File: config.mk
export PLATFORM = sky130hd
export DESIGN_NAME = led_sequencer
export DESIGN_NICKNAME = d
export VERILOG_FILES = /design/src/rtl/led_sequencer.sv
export SDC_FILE = /design/constraint.sdc
export NUM_CORES = 1
export LEC_CHECK = 0
export BUFFER_PORTS_ARGS = -buffer_cell sky130_fd_sc_hd__buf_2
export CAP_MARGIN = 20
export CORE_ASPECT_RATIO = 1.1
export CORE_MARGIN = 2
export CORE_UTILIZATION = 54
export DETAILED_ROUTE_END_ITERATION = 8
export PLACE_DENSITY_LB_ADDON = 0.15
export SLEW_MARGIN = 40
export SYNTH_ARGS = -nofsm -noshare
export SYNTH_HDL_FRONTEND = slang
export SYNTH_SLANG_ARGS = --single-unit
File: constraint.sdc
create_clock -name clk -period 2.33 [get_ports clk]
set_input_delay 0 -clock clk [delete_from_list [all_inputs] [get_ports clk]]
set_output_delay 0 -clock clk [all_outputs]
set_load 0.05 [all_outputs]
File: src/rtl/led_sequencer.sv
// LED animation sequencer: plays FILL/CHASE/REVFILL/BLINK patterns frame by
// frame, REPEATS passes of N_LEDS+1 frames, each frame TICK_DIV clk cycles.
// Optional feature macro: LED_SEQ_RETRIGGER_EN (start while running restarts).
module led_sequencer #(
  parameter int unsigned N_LEDS   = 5,
  parameter int unsigned TICK_DIV = 16777216,
  parameter int unsigned REPEATS  = 3
) (
  input  logic              clk,
  input  logic              reset,
  input  logic              start,
  input  logic [1:0]        mode,
  input  logic              abort,
  output logic [N_LEDS-1:0] led,
  output logic              busy,
  output logic              done
);

  localparam int unsigned TICK_W  = (TICK_DIV > 1) ? $clog2(TICK_DIV) : 1;
  localparam int unsigned FRAME_W = $clog2(N_LEDS + 1);
  localparam int unsigned PASS_W  = (REPEATS > 1) ? $clog2(REPEATS) : 1;

  localparam logic [TICK_W-1:0]  TICK_LAST  = TICK_W'(TICK_DIV - 1);
  localparam logic [FRAME_W-1:0] FRAME_LAST = FRAME_W'(N_LEDS);
  localparam logic [PASS_W-1:0]  PASS_LAST  = PASS_W'(REPEATS - 1);

  typedef enum logic {
    IDLE = 1'b0,
    RUN  = 1'b1
  } state_t;

  state_t              state, state_d;
  logic [TICK_W-1:0]   tick_cnt, tick_d;
  logic [FRAME_W-1:0]  frame, frame_d;
  logic [PASS_W-1:0]   pass, pass_d;
  logic [1:0]          mode_q, mode_d;
  logic [N_LEDS-1:0]   led_d;
  logic                busy_d;
  logic                done_d;

  // LED pattern for a given mode and frame; the final frame is always dark
  function automatic logic [N_LEDS-1:0] frame_pattern(input logic [1:0] m,
                                                      input logic [FRAME_W-1:0] f);
    logic [N_LEDS-1:0] p;
    p = '0;
    for (int unsigned i = 0; i < N_LEDS; i++) begin
      case (m)
        2'd0:    p[i] = (i <= 32'(f));
        2'd1:    p[i] = (i == 32'(f));
        2'd2:    p[i] = ((i + 32'(f)) >= (N_LEDS - 1));
        default: p[i] = ~f[0];
      endcase
    end
    if (f == FRAME_LAST) begin
      p = '0;
    end
    return p;
  endfunction

  // Next-state, counter and output logic
  always_comb begin
    state_d = state;
    tick_d  = tick_cnt;
    frame_d = frame;
    pass_d  = pass;
    mode_d  = mode_q;
    done_d  = 1'b0;

    case (state)
      IDLE: begin
        if (start && !abort) begin
          state_d = RUN;
          tick_d  = '0;
          frame_d = '0;
          pass_d  = '0;
          mode_d  = mode;
        end
      end
      RUN: begin
        if (abort) begin
          state_d = IDLE;
          tick_d  = '0;
          frame_d = '0;
          pass_d  = '0;
        end
`ifdef LED_SEQ_RETRIGGER_EN
        else if (start) begin
          tick_d  = '0;
          frame_d = '0;
          pass_d  = '0;
          mode_d  = mode;
        end
`endif
        else if (tick_cnt == TICK_LAST) begin
          tick_d = '0;
          if (frame == FRAME_LAST) begin
            frame_d = '0;
            if (pass == PASS_LAST) begin
              state_d = IDLE;
              pass_d  = '0;
              done_d  = 1'b1;
            end else begin
              pass_d = pass + PASS_W'(1);
            end
          end else begin
            frame_d = frame + FRAME_W'(1);
          end
        end else begin
          tick_d = tick_cnt + TICK_W'(1);
        end
      end
      default: begin
        state_d = IDLE;
      end
    endcase

    busy_d = (state_d == RUN);
    led_d  = busy_d ? frame_pattern(mode_d, frame_d) : '0;
  end

  // State, counters and registered outputs; synchronous reset has priority
  always_ff @(posedge clk) begin
    if (reset) begin
      state    <= IDLE;
      tick_cnt <= '0;
      frame    <= '0;
      pass     <= '0;
      mode_q   <= 2'd0;
      led      <= '0;
      busy     <= 1'b0;
      done     <= 1'b0;
    end else begin
      state    <= state_d;
      tick_cnt <= tick_d;
      frame    <= frame_d;
      pass     <= pass_d;
      mode_q   <= mode_d;
      led      <= led_d;
      busy     <= busy_d;
      done     <= done_d;
    end
  end

endmodule

==> reports/results.ini <==
[die]
start_util_pct=55.7
die_h_um=67.9
die_w_um=62.1
die_area_mm2=0.00421
io_pins=13
coreArea_mm2=0.00360
row_count=23

[sta]
relSlewSlack_pct=74.7
setup-tns-final_ns=0
worstMarginPinSlew_ns=0.368
fin_crit_sh_pct=94.9
finalSetupViolCount=0
min_period_ns=2.21
worst_clock_skew_ns=0.00430
hold_violations=0
slew_viol_final=0
fmax_mhz=452

[placement]
routabilityCongestion=0.869
dp_cells=311
hpwl_mm=3.22
portBuffers=12

[hold_path]
hold_class=in -> reg
hold_depth=3
hold_start=mode[1]
holdPathEnd=mode_q[1]

[detailed_routing]
routed_wl_mm=4.49
viasPerCell=5.73
drc_errors=0
drt_iter0_markers=142
dr.pass1.iters=4
ant_nets=0
wire_per_inst_um=14.1
num_vias=1828

[final_layout]
syn_to_final_growth_pct=19.2
antennaDiodeCount=0
fin_cells=319
drive_gt1_share_pct=23.4
final_common_cell=nor2_1
final_cell_mix=37 x nor2_1, 33 x dfxtp_1, 18 x buf_4
fill_cells=325
layout.nets=277
utilization_pct=66.4

[worst_setup_path]
cp.required_ns=2.52
endpoint_kind=flip-flop
startpoint=tick_cnt[0]
critPathMaxFanout=6
cp-start-kind=flip-flop
reg2reg_depth=8
rrSetupSlack_ns=0.12
criticalPathCategory=reg -> reg
worstReg2RegEnd=led[0]
cp.arrival_ns=2.40
reg2reg_from=tick_cnt[0]

[global_route]
grt_max_degree=19
antenna_found_initial=0
track_usage_pct=23.9
grt_pass1_vias=1674
grt_overflow=0
grt_pass1_wl_mm=7.49

[cts]
postCtsHoldBufs=0
clk_pin_slew_worst_paths_ns=0.07
post_cts_buffers=0
cts_resized=0
cts_max_path_buffers=2
clock-sinks=38
tritoncts=yes
cts_made_buffers=5
h-tree-depth=2
root_buffer=clkbuf_8
insertion_delay_ns=0.30

[synthesis]
synth_area_mm2=0.00200
synth_edf_count=0
ys_types=55
synthFlopType=dfxtp_1
synthesis.nets=247
ys_warn_count=0
postSynthAreaPerCell_um2=8.42
synth_seq_cells=38
seq_area_frac_synth_pct=38.0
syn_inst=238
ys_async_sr_fraction_pct=0

[run_status]
status=finished, final reports clean

[pwr]
power.density_mw_per_mm2=543
p_leak_nw=0.892
ir_drop_uv=471
power_w=0.00130

[job]
max_cap_violations=0

==> cell families after synthesis <==
family	count (synthesis)	share of synthesized area (%)
buf+inv	12	2.69
fa+ha+maj	3	1.87
mux	3	1.56
simple gates	119	32.8
flops	38	38.0
xor+xnor	14	6.12
compound gates	49	17.0
==> routing by layer <==
| metal | GRT usage [%] | wire length [µm] |
|---|---|---|
| met5 | 0 | 0 |
| met4 | 7.98 | 69 |
| met2 | 38.5 | 2180 |
| met3 | 6.24 | 214 |
| met1 | 30.7 | 2020 |
==> metrics by stage <==
stage	hold slack, ns	setup WS, ns	instance area [µm²]
floorplan	0.207	0.0654	2000
global placement	0.366	0.102	2240
detailed placement	0.372	0.0607	2240
CTS	0.0581	0.0519	2350
global route	0.0764	-0.00204	2390
finish	0.0572	0.120	2390
==> layout make-up <==
class / instances / area, µm² / area share [%]
clock inverter: 3 / 40.0 / 1.68
sequential: 38 / 769 / 32.2
timing repair buffer: 31 / 215 / 9.01
tap: 50 / 62.6 / 2.62
multi-input combinational: 188 / 1220 / 51.0
clock buffer: 5 / 68.8 / 2.88
inverter: 4 / 15.0 / 0.629
==> report_power, final <==
group | internal (W) | leakage [nW] | switching [W]
Combinational | 0.0000313 | 0.525 | 0.0000532
Sequential | 0.000653 | 0.309 | 0.00000364
Clock | 0.000315 | 0.0579 | 0.000241
Total | 0.000999 | 0.892 | 0.000298
==> flip-flops by register name, summed over array words and instances (netlist names) <==
name / cells
led: 5
mode_q: 2
state: 1
tick_cnt: 24
frame: 3
pass: 2
done: 1
==> critical path: stages, from the launching register on <==
cell     delay [ns]
dfxtp_4        0.36
ha_4           0.17
and4_1         0.21
and2_1         0.20
a32o_1         0.28
a31oi_4        0.22
inv_2          0.10
ha_1           0.22
o311a_1        0.34
==> Yosys cell counts (all sizes together) (2+ instances only) <==
master | number | share of area [%]
nand4 | 9 | 3.6
o21ai | 14 | 3.5
dfxtp | 38 | 38
xor2 | 11 | 4.8
inv | 4 | 0.75
nor2b | 4 | 1.2
nor3 | 3 | 1.0
nor4b | 2 | 0.87
ha | 3 | 1.9
nor4 | 2 | 0.62
a21o | 2 | 0.75
a21oi | 16 | 4.2
o221ai | 2 | 1.2
and3 | 8 | 2.5
clkbuf | 5 | 0.94
nand3 | 9 | 2.9
and4 | 5 | 2.3
nor2 | 37 | 6.9
xnor2 | 3 | 1.3
or3 | 8 | 2.5
a32oi | 3 | 1.3
mux2i | 2 | 1.0
and2 | 7 | 2.2
nand2b | 3 | 0.94
nand2 | 17 | 3.2
buf | 3 | 1.0
a31oi | 2 | 1.4
==> worst max-delay path by stage <==
stage	endpoint	slack, ns
after floorplan	led[0]	0.07
after global placement	led[3]	0.10
after detailed placement	led[3]	0.06
after CTS	led[3]	0.05
after global routing	led[3]	-0.002
final	led[0]	0.12
Power figures use the tool's default switching activity.
